## src/rtl/matrix_multiply_host_ctrl_if.sv

```systemverilog
// Host-side bundle between the operand/result streams, the controller and the
// matrix_multiply_top RAM/start/busy port. master = controller, slave = environment.
interface matrix_multiply_host_ctrl_if #(
    parameter int ADDR_WIDTH = 4,
    parameter int DATA_WIDTH = 32
);
    logic                  s_valid;
    logic                  s_ready;
    logic [DATA_WIDTH-1:0] s_data;
    logic                  m_valid;
    logic                  m_ready;
    logic [DATA_WIDTH-1:0] m_data;
    logic                  m_last;
    logic                  done;
    logic                  mm_start;
    logic                  mm_busy;
    logic [ADDR_WIDTH-1:0] mm_ram_addr;
    logic                  mm_ram_wen;
    logic [1:0]            mm_ram_sel;
    logic [DATA_WIDTH-1:0] mm_ram_data_in;
    logic [DATA_WIDTH-1:0] mm_ram_data_out;

    modport master (
        input  s_valid, s_data, m_ready, mm_busy, mm_ram_data_out,
        output s_ready, m_valid, m_data, m_last, done,
               mm_start, mm_ram_addr, mm_ram_wen, mm_ram_sel, mm_ram_data_in
    );

    modport slave (
        output s_valid, s_data, m_ready, mm_busy, mm_ram_data_out,
        input  s_ready, m_valid, m_data, m_last, done,
               mm_start, mm_ram_addr, mm_ram_wen, mm_ram_sel, mm_ram_data_in
    );
endinterface

```

## src/rtl/matrix_multiply_host_ctrl.sv

```systemverilog
// Streams operands into the matrix X/Y RAMs, kicks the multiply, waits on busy,
// then reads Z back out as a valid/ready stream with a last flag.
module matrix_multiply_host_ctrl #(
    parameter int ADDR_WIDTH    = 4,
    parameter int DATA_WIDTH    = 32,
    parameter int X_ROWS        = 2,
    parameter int Y_COLS        = 2,
    parameter int X_COLS_Y_ROWS = 2
) (
    input  logic                        clk,
    input  logic                        rst,
    matrix_multiply_host_ctrl_if.master bus
);
    localparam logic [ADDR_WIDTH-1:0] X_LAST = ADDR_WIDTH'(X_ROWS * X_COLS_Y_ROWS - 1);
    localparam logic [ADDR_WIDTH-1:0] Y_LAST = ADDR_WIDTH'(X_COLS_Y_ROWS * Y_COLS - 1);
    localparam logic [ADDR_WIDTH-1:0] Z_LAST = ADDR_WIDTH'(X_ROWS * Y_COLS - 1);

    typedef enum logic [2:0] {
        LOAD_X, LOAD_Y, START, GUARD, WAIT, RD_ISSUE, RD_CAP, RD_OUT
    } state_e;

    state_e                state_q;
    logic [ADDR_WIDTH-1:0] cnt_q;
    logic                  wen_q;
    logic [1:0]            sel_q;
    logic [ADDR_WIDTH-1:0] addr_q;
    logic [DATA_WIDTH-1:0] din_q;
    logic                  start_q;
    logic                  m_valid_q;
    logic [DATA_WIDTH-1:0] m_data_q;
    logic                  m_last_q;
    logic                  done_q;

    assign bus.s_ready        = (state_q == LOAD_X || state_q == LOAD_Y) && !rst;
    assign bus.m_valid        = m_valid_q;
    assign bus.m_data         = m_data_q;
    assign bus.m_last         = m_last_q;
    assign bus.done           = done_q;
    assign bus.mm_start       = start_q;
    assign bus.mm_ram_addr    = addr_q;
    assign bus.mm_ram_wen     = wen_q;
    assign bus.mm_ram_sel     = sel_q;
    assign bus.mm_ram_data_in = din_q;

    always_ff @(posedge clk) begin
        if (rst) begin
            state_q   <= LOAD_X;
            cnt_q     <= '0;
            wen_q     <= 1'b0;
            sel_q     <= 2'd0;
            addr_q    <= '0;
            din_q     <= '0;
            start_q   <= 1'b0;
            m_valid_q <= 1'b0;
            m_data_q  <= '0;
            m_last_q  <= 1'b0;
            done_q    <= 1'b0;
        end else begin
            start_q <= 1'b0;
            done_q  <= 1'b0;
            wen_q   <= 1'b0;
            unique case (state_q)
                LOAD_X, LOAD_Y: begin
                    // s_ready is implied here, so s_valid alone marks an accepted beat
                    if (bus.s_valid) begin
                        wen_q  <= 1'b1;
                        sel_q  <= (state_q == LOAD_Y) ? 2'd1 : 2'd0;
                        addr_q <= cnt_q;
                        din_q  <= bus.s_data;
                        if (cnt_q == ((state_q == LOAD_X) ? X_LAST : Y_LAST)) begin
                            cnt_q   <= '0;
                            state_q <= (state_q == LOAD_X) ? LOAD_Y : START;
                        end else begin
                            cnt_q <= cnt_q + ADDR_WIDTH'(1);
                        end
                    end
                end
                START: begin
                    if (!bus.mm_busy) begin
                        start_q <= 1'b1;
                        state_q <= GUARD;
                    end
                end
                // busy may still be low the cycle after start; don't trust it yet
                GUARD: state_q <= WAIT;
                WAIT: begin
                    if (!bus.mm_busy) state_q <= RD_ISSUE;
                end
                RD_ISSUE: begin
                    sel_q   <= 2'd2;
                    addr_q  <= cnt_q;
                    state_q <= RD_CAP;
                end
                RD_CAP: begin
                    m_data_q  <= bus.mm_ram_data_out;
                    m_valid_q <= 1'b1;
                    m_last_q  <= (cnt_q == Z_LAST);
                    state_q   <= RD_OUT;
                end
                RD_OUT: begin
                    if (bus.m_ready) begin
                        m_valid_q <= 1'b0;
                        m_last_q  <= 1'b0;
                        if (m_last_q) begin
                            done_q  <= 1'b1;
                            cnt_q   <= '0;
                            state_q <= LOAD_X;
                        end else begin
                            cnt_q   <= cnt_q + ADDR_WIDTH'(1);
                            state_q <= RD_ISSUE;
                        end
                    end
                end
                default: state_q <= LOAD_X;
            endcase
        end
    end
endmodule
```

## src/flat_wrapper.sv

```systemverilog
// flat-port wrapper written by rule: the top's interface ports become plain ports
module matrix_multiply_host_ctrl_flat 
#(
    parameter int ADDR_WIDTH    = 4,
    parameter int DATA_WIDTH    = 32,
    parameter int X_ROWS        = 2,
    parameter int Y_COLS        = 2,
    parameter int X_COLS_Y_ROWS = 2
)
  (clk, rst, bus_s_valid, bus_s_data, bus_m_ready, bus_mm_busy, bus_mm_ram_data_out, bus_s_ready, bus_m_valid, bus_m_data, bus_m_last, bus_done, bus_mm_start, bus_mm_ram_addr, bus_mm_ram_wen, bus_mm_ram_sel, bus_mm_ram_data_in);
  matrix_multiply_host_ctrl_if #(.ADDR_WIDTH(ADDR_WIDTH), .DATA_WIDTH(DATA_WIDTH)) bus_i ();
  input  logic clk;
  input  logic rst;
  input wire logic [$bits(bus_i.s_valid)-1:0] bus_s_valid;
  input wire logic [$bits(bus_i.s_data)-1:0] bus_s_data;
  input wire logic [$bits(bus_i.m_ready)-1:0] bus_m_ready;
  input wire logic [$bits(bus_i.mm_busy)-1:0] bus_mm_busy;
  input wire logic [$bits(bus_i.mm_ram_data_out)-1:0] bus_mm_ram_data_out;
  output wire logic [$bits(bus_i.s_ready)-1:0] bus_s_ready;
  output wire logic [$bits(bus_i.m_valid)-1:0] bus_m_valid;
  output wire logic [$bits(bus_i.m_data)-1:0] bus_m_data;
  output wire logic [$bits(bus_i.m_last)-1:0] bus_m_last;
  output wire logic [$bits(bus_i.done)-1:0] bus_done;
  output wire logic [$bits(bus_i.mm_start)-1:0] bus_mm_start;
  output wire logic [$bits(bus_i.mm_ram_addr)-1:0] bus_mm_ram_addr;
  output wire logic [$bits(bus_i.mm_ram_wen)-1:0] bus_mm_ram_wen;
  output wire logic [$bits(bus_i.mm_ram_sel)-1:0] bus_mm_ram_sel;
  output wire logic [$bits(bus_i.mm_ram_data_in)-1:0] bus_mm_ram_data_in;
  assign bus_i.s_valid = bus_s_valid;
  assign bus_i.s_data = bus_s_data;
  assign bus_i.m_ready = bus_m_ready;
  assign bus_i.mm_busy = bus_mm_busy;
  assign bus_i.mm_ram_data_out = bus_mm_ram_data_out;
  assign bus_s_ready = bus_i.s_ready;
  assign bus_m_valid = bus_i.m_valid;
  assign bus_m_data = bus_i.m_data;
  assign bus_m_last = bus_i.m_last;
  assign bus_done = bus_i.done;
  assign bus_mm_start = bus_i.mm_start;
  assign bus_mm_ram_addr = bus_i.mm_ram_addr;
  assign bus_mm_ram_wen = bus_i.mm_ram_wen;
  assign bus_mm_ram_sel = bus_i.mm_ram_sel;
  assign bus_mm_ram_data_in = bus_i.mm_ram_data_in;
  matrix_multiply_host_ctrl #(.ADDR_WIDTH(ADDR_WIDTH), .DATA_WIDTH(DATA_WIDTH), .X_ROWS(X_ROWS), .Y_COLS(Y_COLS), .X_COLS_Y_ROWS(X_COLS_Y_ROWS)) u_core (.clk(clk), .rst(rst), .bus(bus_i));
endmodule
```

## config.mk

```make
export PLATFORM = sky130hd
export DESIGN_NAME = matrix_multiply_host_ctrl_flat
export DESIGN_NICKNAME = d
export VERILOG_FILES = /design/src/rtl/matrix_multiply_host_ctrl_if.sv /design/src/rtl/matrix_multiply_host_ctrl.sv /design/src/flat_wrapper.sv
export SDC_FILE = /design/constraint.sdc
export NUM_CORES = 1
export LEC_CHECK = 0
export BUFFER_PORTS_ARGS = -buffer_cell sky130_fd_sc_hd__clkbuf_2
export CAP_MARGIN = 20
export CORE_MARGIN = 5
export CORE_UTILIZATION = 46
export DETAILED_ROUTE_END_ITERATION = 16
export GPL_TIMING_DRIVEN = 0
export PLACE_DENSITY = 0.81
export SETUP_SLACK_MARGIN = 0.02
export SYNTH_ARGS = -nofsm -noshare
export SYNTH_HDL_FRONTEND = slang
export SYNTH_SLANG_ARGS = --single-unit
```

## constraint.sdc

```tcl
create_clock -name clk -period 2 [get_ports clk]
set_input_delay 0.1 -clock clk [delete_from_list [all_inputs] [get_ports clk]]
set_output_delay 0.1 -clock clk [all_outputs]
set_load 0.02 [all_outputs]
```

; Word level (Yosys, flattened, before mapping)
; Index checks and enable logic that the tools add are counted.
[word_totals]
register_bits = 82
inputBits = 69
wordCells = 69
[classes]
add_sub_neg = 1
n_eq_ne = 13
n_mux = 24
bitwise = 4
n_reduce_logical = 16
[ops]
columns = op, n
row1 = $pmux W3 S7, 1
row2 = $mux W4, 5
row3 = $mux W3, 6
row4 = $pmux W4 S2, 2
row5 = $eq A3 B3 Y1 const B, 4
row6 = $ne A2 B2 Y1 const B, 4
row7 = $eq A3 B2 Y1 const B, 2
row8 = $reduce_and A2 Y1, 3
row9 = $reduce_bool A2 Y1, 3
row10 = $reduce_or A2 Y1, 3
row11 = $mux W1, 5
row12 = $reduce_and A5 Y1, 1
row13 = $add A4 B1 Y4 const B, 1
row14 = $eq A4 B2 Y1 const B, 1
row15 = $mux W2, 2
row16 = $not A1 Y1, 4
row17 = $pmux W1 S2, 2
row18 = $pmux W2 S2, 1
row19 = $eq A3 B1 Y1 const B, 1
row20 = $logic_not A3 Y1, 1
row21 = $reduce_and A3 Y1, 1
row22 = $reduce_or A3 Y1, 1
row23 = $ne A2 B1 Y1 const B, 1
row24 = $logic_and A1 B1 Y1, 1
row25 = 2 further kinds, 2

; Logic depth before layout (Yosys ltp)
[logic_depth]
ltp_word = 5
mapped_depth = 6
depth_no_buf = 5

; Worst setup path before layout
; No wires, ideal clock.
[synth_timing]
path_kind = register -> register
startpoint = reg u_core.cnt_q[0]
endpoint = reg u_core.state_q[0]
setup_ps = 121
t_arrival_ps = 1425
t_required_ps = 1879
path_slack_ps = 453
stages_incl_launch_ff = 6
path_buffers = 0
synth_period_minus_slack_ps = 1547
path_cell_list = dfxtp_1 ha_1 nor3b_2 or3_1 o21ai_1 mux2_4
[synth_between]
elab_chain_cells = 3
[synth_lines]
columns = element, line_no
row1 = start: declaration, matrix_multiply_host_ctrl.sv:23  ; logic [ADDR_WIDTH-1:0] cnt_q;
row2 = start signal: assignment, matrix_multiply_host_ctrl.sv:74  ; cnt_q <= cnt_q + ADDR_WIDTH'(1);
row3 = start signal: assignment, matrix_multiply_host_ctrl.sv:109  ; cnt_q <= cnt_q + ADDR_WIDTH'(1);
row4 = $eq A4 B2 Y1, matrix_multiply_host_ctrl.sv:70  ; if (cnt_q == ((state_q == LOAD_X) ? X_LAST : Y_LAST)) begin
row5 = $ne A2 B1 Y1 (no source line), -
row6 = $reduce_and A5 Y1 (no source line), -
row7 = end signal: assignment, matrix_multiply_host_ctrl.sv:72  ; state_q <= (state_q == LOAD_X) ? LOAD_Y : START;
row8 = end: declaration, matrix_multiply_host_ctrl.sv:22  ; state_e state_q;
; No other way between the ends.
; A chain may end at the register's enable or synchronous reset.

; Final worst setup path
; Same ends and word-level chain as after synthesis.

==> impl_metrics.csv <==
group,metric,value,unit
synthesis,synthTopCellsByCount,"nand2_1 (136), dfxtp_1 (82), a21oi_1 (71)",
worst_setup_path,worstSetupStartpoint,"u_core.cnt_q[0]",
floorplanning,coreArea,6420,sq um
synthesis,netlist_instances,379,
clock_network,root_buffer,"clkbuf_8",
synthesis,synth_nets,449,
floorplanning,die_h,91.8,um
power_and_ir_drop,p_leak,2.12,nW
synthesis,yosys.area.top_type,"dfxtp_1",
routing,drt-initial-drc-count,172,
cells_and_area,n_antenna_cell,0,
floorplanning,die_x,91.8,um
worst_setup_path,worstSetupStartpointType,"flop",
floorplanning,io_pins,145,
routing,detail_route.wl_per_cell,14.9,um
routing,ant_nets,0,
clock_network,cts_buffers,9,
clock_network,clockBufferDepth,2,
worst_setup_path,arrival,1.90,ns
worst_setup_path,critPathMaxFanout,5,
place,io_buffers,144,
synthesis,synth_ff_type,"dfxtp_1",
routing,wl,10100,um
timing,hold_viol_final,0,
global_route,antenna_found_initial,0,
synthesis,syn_area,3080,sq um
outcome,outcome,"finished, final reports clean",
cells_and_area,regArea,1640,sq um
cells_and_area,nFillCells,459,
cells_and_area,multi_input_comb_area,1300,sq um
timing,setup_violations,0,
synthesis,yosys_register_bits,82,
worst_setup_path,path_class,"reg2reg",
timing,slew_violations,0,
floorplanning,initial_core_util,48.0,%
timing,fin_worst_skew,0.00877,ns
synthesis,synth_top_area_share,53.3,%
timing,worst_hold_slack,0.0561,ns
routing,first_pass_iters,4,
power_and_ir_drop,irDropWorstVdd,399,uV
worst_setup_path,r2r_start,"u_core.cnt_q[0]",
worst_setup_path,endpoint_kind,"flop",
timing,max_slew_margin,65.4,%
global_route,grt_pass1_wl,16600,um
routing,vias_per_cell,5.00,
cells_and_area,syn2layout_area_growth,53.4,%
clock_network,cts_sinks,82,
flow_run,maxCapViolCount,0,
routing,vias,3400,
worst_setup_path,cp.required,2.22,ns
synthesis,synth_edf_count,0,
clock_network,clock_latency,0.34,ns
clock_network,postCtsHoldBufs,64,
routing,drc,0,
synthesis,syn-mean-instance-area,8.13,sq um
place,gp_congestion,0.881,
synthesis,async_reset_ff_share,0,%
clock_network,clk_pin_slew,0.08,ns
floorplanning,core.rowCount,29,
timing,fin_setup_tns,0,ns
clock_network,cts.repair.resized,0,
timing,fmax,598,MHz
timing,worst_pin_slew,0.518,ns
cells_and_area,drive_gt1_share,29.4,%
clock_network,cts_setup_buffers,0,
timing,rsz0062_at_grt,"false",
place,dpl.hpwl,6310,um
cells_and_area,final_cells,680,
global_route,grt_overflow_total,0,
timing,finalCritPeriodShare,83.6,%
global_route,grt.total_usage,24.3,%
synthesis,ys_types,35,
global_route,grt_max_degree,14,
place,dp.cells,600,
synthesis,ys_warn_count,0,
worst_hold_path,hp-class,"in2reg",
clock_network,cts_max_level,3,
cells_and_area,final_net_count,668,
power_and_ir_drop,powerDensity,688,nW/um^2
synthesis,synth_most_common_cell,"nand2_1",
synthesis,yosysSeqAreaShare,53.3,%
global_route,grt_pass1_vias,3562,
floorplanning,dieArea,8430,sq um
clock_network,cts_tree,"yes",
worst_hold_path,hp-start,"bus_mm_busy",
synthesis,ys_top_cells_by_area,"dfxtp_1 (53%), nand2_1 (17%), a21oi_1 (12%), clkbuf_1 (1.7%), nor2_1 (1.7%)",
timing,post-route-min-period,1.67,ns
-- worst max-delay path, cell delays in order, from the launching register on --
cell     delay (ns)
dfxtp_1        0.35
ha_1           0.23
nor3b_2        0.20
or3_1          0.34
o21ai_1        0.13
mux2_4         0.31
-- per-layer routing --
| metal | GRT usage (%) | share of wire (%) | up-vias |
|---|---|---|---|
| met3 | 6.96 | 8.2 | 10 |
| met1 | 26.8 | 40 | 1566 |
| met2 | 44.1 | 50 | 139 |
| met5 | 0 | 0 | - |
| li1 | - | - | 1685 |
| met4 | 8.79 | 0.94 | 0 |
-- cells in the final DEF, fill, tap and decap left out, types with 2 or more instances in the layout --
| cell type | synthesis | routed |
|---|---|---|
| o21ai_1 | 3 | 3 |
| inv_1 | 4 | 4 |
| nand2_1 | 136 | 136 |
| o22ai_1 | 2 | 2 |
| dlygate4sd3_1 | 0 | 64 |
| clkinvlp_4 | 0 | 2 |
| nor2_1 | 14 | 14 |
| clkbuf_2 | 0 | 144 |
| o21ai_0 | 7 | 7 |
| a21oi_1 | 71 | 71 |
| and4_1 | 2 | 2 |
| clkbuf_8 | 0 | 9 |
| buf_6 | 2 | 2 |
| mux2i_1 | 5 | 5 |
| dfxtp_1 | 82 | 82 |
| clkbuf_1 | 14 | 16 |
| nand3_1 | 2 | 2 |
| buf_2 | 9 | 9 |
| nand3b_1 | 3 | 3 |
| or3_1 | 2 | 2 |
| clkinv_2 | 0 | 2 |
| nor3_1 | 2 | 2 |
| and3b_1 | 2 | 2 |
-- sequential cells by signal (all words and copies together) (netlist names) --
name,count
u_core.bus.done,1
u_core.bus.m_data,32
u_core.bus.m_last,1
u_core.bus.m_valid,1
u_core.bus.mm_ram_addr,4
u_core.bus.mm_ram_data_in,32
u_core.bus.mm_ram_sel,2
u_core.bus.mm_ram_wen,1
u_core.bus.mm_start,1
u_core.cnt_q,4
u_core.state_q,3
-- cells by family after synthesis --
logic type / after synthesis / synth area share [%]
adders and majority gates: 1 / 0.406
AOI/OAI and AO/OA: 90 / 16.0
buffers and inverters: 30 / 4.63
muxes: 6 / 2.11
DFF: 82 / 53.3
and+or+nand+nor: 170 / 23.6
-- through the flow --
stage | total power, W | util [%] | worst slack (ns) | area (sq um)
6_report | 0.00325 | 73.6 | 0.327 | 4720
5_1_grt | 0.00340 | 73.6 | 0.287 | 4720
4_1_cts | 0.00327 | 73.6 | 0.329 | 4720
3_5_place_dp | 0.00204 | 60.7 | 0.356 | 3900
3_3_place_gp | 0.00203 | 60.7 | 0.365 | 3900
2_1_floorplan | 0.00190 | - | 0.453 | 3080
-- final cells by class --
cell class / instances / share of cell area (%)
Clock inverter: 5 / 1.17
Tap cell: 77 / 2.04
Clock buffer: 11 / 2.78
Timing Repair Buffer: 208 / 28.8
Inverter: 4 / 0.318
Buffer: 26 / 2.70
Sequential cell: 82 / 34.7
Multi-Input combinational cell: 267 / 27.4
-- path summary, 6_finish.rpt --
kind | to | slack [ns] | cells past startpoint
max | u_core.state_q[0] | 0.33 | 5
min | u_core.bus.mm_start | 0.06 | 3
max reg2reg | u_core.state_q[0] | 0.33 | 5
min reg2reg | u_core.bus.m_data[23] | 0.46 | 2
-- power by group --
part	total, W	switching (W)	internal, W
Sequential	0.00170	0.0000255	0.00167
Clock	0.00114	0.000565	0.000574
Combinational	0.000414	0.000209	0.000204
Total	0.00325	0.000800	0.00245
Power figures use the tool's default switching activity.
